File: config.mk
export PLATFORM = sky130hd
export DESIGN_NAME = lsu
export DESIGN_NICKNAME = d
export VERILOG_FILES = /design/src/rtl/lsu_pkg.sv /design/src/rtl/lsu_align.sv /design/src/rtl/lsu.sv
export SDC_FILE = /design/constraint.sdc
export NUM_CORES = 1
export LEC_CHECK = 0
export CORE_ASPECT_RATIO = 1.4
export CORE_MARGIN = 8
export CORE_UTILIZATION = 41
export DETAILED_ROUTE_END_ITERATION = 12
export PLACE_DENSITY = 0.77
export SKIP_CTS_REPAIR_TIMING = 1
export SLEW_MARGIN = 20
export SYNTH_ARGS = -nofsm -noshare
export SYNTH_HDL_FRONTEND = slang
export SYNTH_SLANG_ARGS = --single-unit
File: constraint.sdc
create_clock -name clk -period 1.93 [get_ports clk]
set_input_delay 0.2895 -clock clk [delete_from_list [all_inputs] [get_ports clk]]
set_output_delay 0.2895 -clock clk [all_outputs]
set_load 0.02 [all_outputs]
File: src/rtl/lsu_pkg.sv
// Shared encodings for the load/store unit: memory-op codes, response
// error codes and the FSM state type.
package lsu_pkg;

  localparam logic [2:0] MOP_B  = 3'b000;
  localparam logic [2:0] MOP_H  = 3'b001;
  localparam logic [2:0] MOP_W  = 3'b010;
  localparam logic [2:0] MOP_BU = 3'b100;
  localparam logic [2:0] MOP_HU = 3'b101;

  localparam logic [1:0] ERR_NONE    = 2'b00;
  localparam logic [1:0] ERR_ALIGN   = 2'b01;
  localparam logic [1:0] ERR_TIMEOUT = 2'b10;

  typedef enum logic [1:0] {
    ST_IDLE = 2'b00,
    ST_MEM  = 2'b01,
    ST_RESP = 2'b10
  } state_e;

endpackage

File: src/rtl/lsu_align.sv
// Combinational lane logic: legality check, store byte-mask/replication
// and load extraction with sign or zero extension.
module lsu_align
  import lsu_pkg::*;
(
  input  logic [2:0]  memop_i,
  input  logic [1:0]  off_i,
  input  logic [31:0] wdata_i,
  input  logic [31:0] rdata_i,
  output logic        legal_o,
  output logic [3:0]  wmask_o,
  output logic [31:0] wdata_o,
  output logic [31:0] rdata_o
);

  logic [31:0] shifted;

  // NOTE: every output gets a default before the case so no latch is inferred
  // for op codes that leave some outputs unassigned.
  always_comb begin
    legal_o = 1'b0;
    wmask_o = 4'b0000;
    wdata_o = '0;
    rdata_o = '0;
    shifted = rdata_i >> {off_i, 3'b000};
    case (memop_i)
      MOP_B, MOP_BU: begin
        legal_o = 1'b1;
        wmask_o = 4'b0001 << off_i;
        wdata_o = {4{wdata_i[7:0]}};
        rdata_o = (memop_i == MOP_B) ? {{24{shifted[7]}}, shifted[7:0]}
                                     : {24'b0, shifted[7:0]};
      end
      MOP_H, MOP_HU: begin
        legal_o = ~off_i[0];
        wmask_o = 4'b0011 << off_i;
        wdata_o = {2{wdata_i[15:0]}};
        rdata_o = (memop_i == MOP_H) ? {{16{shifted[15]}}, shifted[15:0]}
                                     : {16'b0, shifted[15:0]};
      end
      MOP_W: begin
        legal_o = (off_i == 2'b00);
        wmask_o = 4'b1111;
        wdata_o = wdata_i;
        rdata_o = shifted;
      end
      default: ;
    endcase
  end

endmodule

File: src/rtl/lsu.sv
// Load/store unit: accepts one ALU-addressed request, runs a single req/ack
// memory transaction with timeout, and returns a one-cycle response pulse.
module lsu
  import lsu_pkg::*;
#(
  parameter int MEM_TIMEOUT = 255
) (
  input  logic        clk,
  input  logic        rst_n,
  input  logic        req_valid,
  output logic        req_ready,
  input  logic        req_we,
  input  logic [2:0]  req_memop,
  input  logic [31:0] req_addr,
  input  logic [31:0] req_wdata,
  output logic        rsp_valid,
  output logic [31:0] rsp_rdata,
  output logic [1:0]  rsp_err,
  output logic        mem_req,
  output logic        mem_we,
  output logic [31:0] mem_addr,
  output logic [3:0]  mem_wmask,
  output logic [31:0] mem_wdata,
  input  logic        mem_ack,
  input  logic [31:0] mem_rdata
);

  localparam logic [15:0] CNT_LAST = 16'(MEM_TIMEOUT - 1);

  state_e      state_q, state_d;
  logic [15:0] cnt_q, cnt_d;
  logic        we_q;
  logic [2:0]  memop_q;
  logic [1:0]  off_q;

  logic        mem_req_q, mem_req_d;
  logic        mem_we_q, mem_we_d;
  logic [31:0] mem_addr_q, mem_addr_d;
  logic [3:0]  mem_wmask_q, mem_wmask_d;
  logic [31:0] mem_wdata_q, mem_wdata_d;
  logic        rsp_valid_q, rsp_valid_d;
  logic [31:0] rsp_rdata_q, rsp_rdata_d;
  logic [1:0]  rsp_err_q, rsp_err_d;

  logic        idle;
  logic        accept;
  logic [2:0]  al_memop;
  logic [1:0]  al_off;
  logic        al_legal;
  logic [3:0]  al_wmask;
  logic [31:0] al_wdata;
  logic [31:0] al_rdata;

  assign idle   = (state_q == ST_IDLE);
  assign accept = idle & req_valid;

  // In IDLE the checker looks at the incoming request; in MEM it extracts
  // load data using the latched op and byte offset.
  assign al_memop = idle ? req_memop : memop_q;
  assign al_off   = idle ? req_addr[1:0] : off_q;

  lsu_align u_align (
    .memop_i (al_memop),
    .off_i   (al_off),
    .wdata_i (req_wdata),
    .rdata_i (mem_rdata),
    .legal_o (al_legal),
    .wmask_o (al_wmask),
    .wdata_o (al_wdata),
    .rdata_o (al_rdata)
  );

  always_comb begin
    state_d     = state_q;
    cnt_d       = cnt_q;
    mem_req_d   = mem_req_q;
    mem_we_d    = mem_we_q;
    mem_addr_d  = mem_addr_q;
    mem_wmask_d = mem_wmask_q;
    mem_wdata_d = mem_wdata_q;
    rsp_valid_d = 1'b0;
    rsp_rdata_d = '0;
    rsp_err_d   = ERR_NONE;
    case (state_q)
      ST_IDLE: begin
        if (req_valid) begin
          if (!al_legal) begin
            state_d     = ST_RESP;
            rsp_valid_d = 1'b1;
            rsp_err_d   = ERR_ALIGN;
          end else begin
            state_d     = ST_MEM;
            cnt_d       = '0;
            mem_req_d   = 1'b1;
            mem_we_d    = req_we;
            mem_addr_d  = {req_addr[31:2], 2'b00};
            mem_wmask_d = req_we ? al_wmask : 4'b0000;
            mem_wdata_d = req_we ? al_wdata : '0;
          end
        end
      end
      ST_MEM: begin
        // An ack in the final timeout cycle still completes normally.
        if (mem_ack) begin
          state_d     = ST_RESP;
          mem_req_d   = 1'b0;
          rsp_valid_d = 1'b1;
          rsp_rdata_d = we_q ? '0 : al_rdata;
        end else if (cnt_q == CNT_LAST) begin
          state_d     = ST_RESP;
          mem_req_d   = 1'b0;
          rsp_valid_d = 1'b1;
          rsp_err_d   = ERR_TIMEOUT;
        end else begin
          cnt_d = cnt_q + 16'd1;
        end
      end
      ST_RESP: state_d = ST_IDLE;
      default: state_d = ST_IDLE;
    endcase
  end

  // NOTE: sequential state uses non-blocking assignments only, so every
  // register samples the pre-edge values regardless of statement order.
  always_ff @(posedge clk or negedge rst_n) begin
    if (!rst_n) begin
      state_q     <= ST_IDLE;
      cnt_q       <= '0;
      we_q        <= 1'b0;
      memop_q     <= MOP_B;
      off_q       <= 2'b00;
      mem_req_q   <= 1'b0;
      mem_we_q    <= 1'b0;
      mem_addr_q  <= '0;
      mem_wmask_q <= 4'b0000;
      mem_wdata_q <= '0;
      rsp_valid_q <= 1'b0;
      rsp_rdata_q <= '0;
      rsp_err_q   <= ERR_NONE;
    end else begin
      state_q     <= state_d;
      cnt_q       <= cnt_d;
      if (accept) begin
        we_q    <= req_we;
        memop_q <= req_memop;
        off_q   <= req_addr[1:0];
      end
      mem_req_q   <= mem_req_d;
      mem_we_q    <= mem_we_d;
      mem_addr_q  <= mem_addr_d;
      mem_wmask_q <= mem_wmask_d;
      mem_wdata_q <= mem_wdata_d;
      rsp_valid_q <= rsp_valid_d;
      rsp_rdata_q <= rsp_rdata_d;
      rsp_err_q   <= rsp_err_d;
    end
  end

  assign req_ready = idle;
  assign rsp_valid = rsp_valid_q;
  assign rsp_rdata = rsp_rdata_q;
  assign rsp_err   = rsp_err_q;
  assign mem_req   = mem_req_q;
  assign mem_we    = mem_we_q;
  assign mem_addr  = mem_addr_q;
  assign mem_wmask = mem_wmask_q;
  assign mem_wdata = mem_wdata_q;

endmodule

# --- Word-level counts from Yosys, hierarchy flattened ---
# Cells that the tools add are included.
# W data, S select, Z words.
classes:
  n_shift: 3
  eq_ne: 11
  mux: 38
  n_addsub: 1
  bitwise: 2
  reduce_logical: 10
op_table:
  columns: ["operator", "n"]
  rows:
  - ["$mux W32", 6]
  - ["$pmux W32 S3", 2]
  - ["$mux W16", 4]
  - ["$pmux W16 S2", 1]
  - ["$shr A32 B5 Y32", 1]
  - ["$add A16 B1 Y16 const B", 1]
  - ["$eq A16 B8 Y1 const B", 1]
  - ["$mux W2", 7]
  - ["$pmux W4 S3", 1]
  - ["$mux W1", 10]
  - ["$pmux W2 S2", 2]
  - ["$eq A3 B3 Y1 const B", 2]
  - ["$ne A2 B2 Y1 const B", 3]
  - ["$reduce_and A5 Y1", 1]
  - ["$logic_not A2 Y1", 2]
  - ["$mux W4", 1]
  - ["$pmux W1 S2", 2]
  - ["$reduce_and A4 Y1", 1]
  - ["$reduce_or A2 Y1", 2]
  - ["$shl A1 B2 Y4 const A", 1]
  - ["$shl A2 B2 Y4 const A", 1]
  - ["$eq A3 B1 Y1 const B", 1]
  - ["$eq A3 B2 Y1 const B", 1]
  - ["$logic_not A3 Y1", 1]
  - ["10 further kinds", 10]
word_totals:
  ff_bits: 127
  in_bits: 104
  elab_cells: 78
  out_inout_bits: 106

# --- Logic depth before layout (Yosys ltp) ---
depth:
  ltp_word: 8
  depth_mapped: 9
  mapped_depth_nobuf: 7

# --- Cells and area by module ---
# From an unflattened synthesis, not the netlist that was laid out.
unflattened:
  cells_unflattened: 625
  area_unflattened_um2: 6323.6
by_module_without_submodules:
  columns: ["mod", "seq_area_each_um2", "instances", "cells_per_inst", "area_each_um2"]
  rows:
  - ["lsu", 3178.0, 1, 432, 4958.5]
  - ["lsu_align", 0.0, 1, 193, 1365.1]

# --- Least setup slack after synthesis ---
# Ideal clock, no wire load.
synth_path:
  path_kind: "register to register"
  start: "register state_q[0]"
  end: "register mem_addr_q[10] (netlist: mem_addr[10])"
  t_required_ns: 1.803
  setup_ns: 0.127
  synth_period_minus_slack_ns: 2.122
  arrival_ns: 1.994
  setup_slack_ns: -0.192
  path_stages_with_launch: 9
  n_path_buf: 2
  cell_sequence: "dfrtp_1 -> or2_1 -> buf_2 -> inv_6 -> mux2i_4 -> a21oi_4 -> nor2_8 -> buf_6 -> mux2_1"
synth_via:
  elab_chain_len: 6
  word_cells_on_any_way: 14
  cone_classes: "4 x eq/ne; 3 x mux; 1 x bitwise; 6 x reduce/logical"
synth_lines:
  columns: ["item", "line", "rtl"]
  rows:
  - ["start: declaration", "lsu.sv:30", "state_e state_q, state_d;"]
  - ["start signal: assignment", "lsu.sv:141", "state_q <= state_d;"]
  - ["$logic_not A2 Y1 *", "lsu.sv:54", "assign idle = (state_q == ST_IDLE);"]
  - ["via req_ready", "lsu.sv:11", "output logic req_ready,"]
  - ["$mux W3", "lsu.sv:59", "assign al_memop = idle ? req_memop : memop_q;"]
  - ["$eq A3 B3 Y1 (tied with other cells)", "lsu_align.sv:26", "case (memop_i)"]
  - ["$reduce_or A2 Y1", "lsu_align.sv:26", null]
  - ["$pmux W1 S3", "lsu_align.sv:26", null]
  - ["$reduce_and A3 Y1 (no source line) *", null, null]
  - ["end signal: assignment", "lsu.sv:150", "mem_addr_q <= mem_addr_d;"]
  - ["end: declaration", "lsu.sv:38", "logic [31:0] mem_addr_q, mem_addr_d;"]
# The timed path passes the listed nets; every way through them passes the cells marked *.
# A chain may end at the register's enable or synchronous reset.

# --- Final worst setup path ---
layout_path:
  start: "register state_q[0]"
  end: "register mem_addr_q[6] (netlist: mem_addr[6])"
layout_via:
  elab_chain_len: 6
  word_cells_on_any_way: 14
  cone_classes: "4 x eq/ne; 3 x mux; 1 x bitwise; 6 x reduce/logical"
layout_lines:
  columns: ["item", "line"]
  rows:
  - ["$logic_not A2 Y1 *", "lsu.sv:54, lsu.sv:84"]
  - ["$mux W3", "lsu.sv:59"]
  - ["$eq A3 B3 Y1 (tied with other cells)", "lsu_align.sv:26"]
  - ["$reduce_or A2 Y1", "lsu_align.sv:26"]
  - ["$pmux W1 S3", "lsu_align.sv:26"]
  - ["$reduce_and A3 Y1 (no source line) *", null]
# Every way passes the cells marked *; elsewhere a longest branch is shown, timed or not.

==> results.yml <==
detailed_routing:
  drc: 0
  wire_per_inst_um: 22.1
  antenna_left: 0
  vias: 5649
  routed_wl_mm: 22.2
  first_pass_iters: 6
  drt-vias-per-instance: 5.64
  drtIter0Drc: 412
sta:
  maxSlewViolCount: 0
  worstMarginPinSlew_ps: 485
  rsz0062_at_grt: "true"
  hold_viol_final: 0
  setup_ws_ps: -210
  fmax_mhz: 467
  slew_headroom: 0.673
  tns_ps: -14960
  skew_ps: 8.07
  finalSetupViolCount: 115
  min_period_ps: 2140
  finalCritPeriodShare: 1.11
run:
  cap_violations: 0
setup_path:
  critPathTopFamily: "simple AND/OR/NAND/NOR gates"
  path_class: "register to register"
  crit_path_end_kind: "register"
  reg2reg_slack_ps: -210
  crit_path_start_kind: "register"
  worstPathRequired_ps: 2220
  crit_fanout: 8
  path_cells: "or4_4 -> o31a_4 -> a21o_4 -> nor2_8 -> clkbuf_16 -> mux2_1"
  r2r_end: "mem_addr[6]"
  rr_startpoint: "state_q[0]"
  cp_slowest_cell: "or4_4"
  rr_worst_depth: 6
  max_stage_delay_ps: 500
  critPathBufInv: 1
  worstPathArrival_ps: 2430
place:
  port-buffer-count: 207
  placedCellCount: 948
  placed_cell_area_um2: 8830
  dp_slack_ps: -537
  gp_congestion: 0.882
  hpwlAfterDp_mm: 14.2
synth:
  avgSynthCellArea_um2: 11.6
  synth_cells: 519
  yosysMostFrequentCell: "dfrtp_1"
  yosysUniqueCellTypes: 60
  ys_seq_area_frac: 0.529
  async_reset_ff_frac: 1.00
  synth_top_cells_by_area: "dfrtp_1, mux2_2, mux2_1"
  synth_top_area_cell: "dfrtp_1"
  ys_seq_elements: 127
  synth.top_cell.area_share: 0.529
  synthTopCellsByCount: "dfrtp_1, nand2_1, mux2_2, o21ai_0, o2bb2ai_1"
  ys.flop_type: "dfrtp_1"
  yosysWarnings: 0
  syn_area_um2: 6010
  synth_edf_count: 0
finish:
  stdcell_area_um2: 10300
  seq_area_um2: 3180
  multi_input_comb_area_um2: 3070
  drive_gt1_frac: 0.299
  nFillCells: 925
  stdcell_count: 1002
  nets: 906
  area_growth_pct: 71.3
global_route:
  antenna_found_initial: 1
  grt_pass1_wl_mm: 30.3
  grt_usage: 0.199
  grt_max_degree: 38
  grt_pass1_vias: 5708
  overflow: 0
die:
  die_w_um: 118
  core_area_um2: 14400
  pin_count: 210
  start_util: 0.418
  dieArea_um2: 18800
  die_h_um: 159
  row_count: 52
clock_network:
  cts_tree: "yes"
  htree_levels: 4
  root_buffer: "clkbuf_16"
  clkTransAtPathRegs_ps: 60
  cts_max_path_buffers: 2
  cts-buffers-inserted: 17
  clock_latency_ps: 410
  cts.sinks: 127
pwr:
  ir_worst_vdd_mv: 0.996
  pwr_density_cell_nw_per_um2: 1570
  p_leak_nw: 4.36
outcome:
  failed_checks: "setup timing"
  status: "finished, violations left"
hold_path:
  hp-class: "input pin to asynchronous set/reset pin"
==> worst max path at each step <==
| stage | cells past startpoint | slack, ps | to | from |
|---|---|---|---|---|
| 2_1_floorplan | 7 | -170 | mem_addr[10] | state_q[0] |
| 3_3_place_gp | 7 | -490 | mem_addr[2] | req_memop[0] |
| 3_5_place_dp | 7 | -540 | mem_addr[20] | req_memop[1] |
| 4_1_cts | 5 | -490 | req_ready | state_q[0] |
| 5_1_grt | 7 | -290 | mem_req | cnt_q[0] |
| 6_report | 6 | -210 | mem_addr[6] | state_q[0] |
==> placed cells by master (no fill, tap or decap), types with 4 or more instances in the layout <==
| master | count |
|---|---|
| mux2_2 | 14 |
| o21ai_0 | 23 |
| o2bb2ai_1 | 13 |
| buf_6 | 15 |
| nand3_1 | 15 |
| a22oi_2 | 24 |
| and2_1 | 5 |
| nand2_1 | 39 |
| clkdlybuf4s50_1 | 205 |
| buf_12 | 14 |
| mux2_1 | 17 |
| xor2_1 | 9 |
| o2bb2ai_2 | 13 |
| a311oi_2 | 7 |
| nor2_1 | 19 |
| nand4_1 | 6 |
| a21oi_1 | 13 |
| inv_6 | 5 |
| buf_4 | 50 |
| and3_1 | 19 |
| inv_1 | 4 |
| mux2_4 | 21 |
| clkbuf_16 | 27 |
| a31oi_1 | 17 |
| a21oi_2 | 4 |
| a22o_1 | 10 |
| dfrtp_1 | 125 |
==> logic make-up (layout without fill, tap and decap cells) <==
family / after synthesis / in the layout / share of synthesized area
buffers and inverters: 42 / 334 / 0.0414
adder cells (fa/ha/maj): 2 / 2 / 0.00416
other: 1 / 3 / 0.000624
AO/OA/AOI/OAI: 149 / 149 / 0.181
multiplexers: 57 / 57 / 0.108
XOR/XNOR: 12 / 12 / 0.0175
flip-flops: 127 / 127 / 0.529
AND/OR/NAND/NOR: 129 / 129 / 0.118
==> flip-flops by register name, indices dropped and copies added (netlist names) <==
register,cells
mem_req,1
mem_wmask,4
cnt_q,16
rsp_valid,1
mem_we,1
rsp_rdata,32
mem_addr,30
state_q,2
we_q,1
off_q,2
memop_q,3
mem_wdata,32
rsp_err,2
==> metrics by stage <==
stage / total power [mW] / hold slack (ps) / util
final: 16.2 / 410 / 0.716
after global routing: 16.8 / 444 / 0.716
after CTS: 14.5 / -152 / 0.656
after detailed placement: 11.2 / 279 / 0.614
after global placement: 11.0 / 273 / 0.614
after floorplan: 7.87 / -6.09 / -
==> per-layer routing <==
layer / GRT usage / up-vias / routed length (µm)
li1: - / 2503 / -
met1: 0.222 / 2840 / 8180
met2: 0.341 / 250 / 11800
met3: 0.0451 / 56 / 1260
met4: 0.112 / 0 / 893
met5: 0 / - / 0
==> final cells by class <==
class,instances,area share
inverters,5,0.00255
clock inverters,14,0.0177
multi-input cells,351,0.298
clock buffers,17,0.0413
diodes,1,0.000243
repair buffers,298,0.308
flip-flops and latches,127,0.309
well taps,189,0.0230
==> report_power, final <==
part / leakage, nW / total [mW] / switching, mW / internal, mW
Combinational: 2.42 / 8.83 / 4.33 / 4.50
Clock: 0.287 / 3.31 / 1.25 / 2.05
Sequential: 1.66 / 4.02 / 0.528 / 3.49
Total: 4.36 / 16.2 / 6.12 / 10.0
Note: power is estimated with default switching activity, not from simulation.
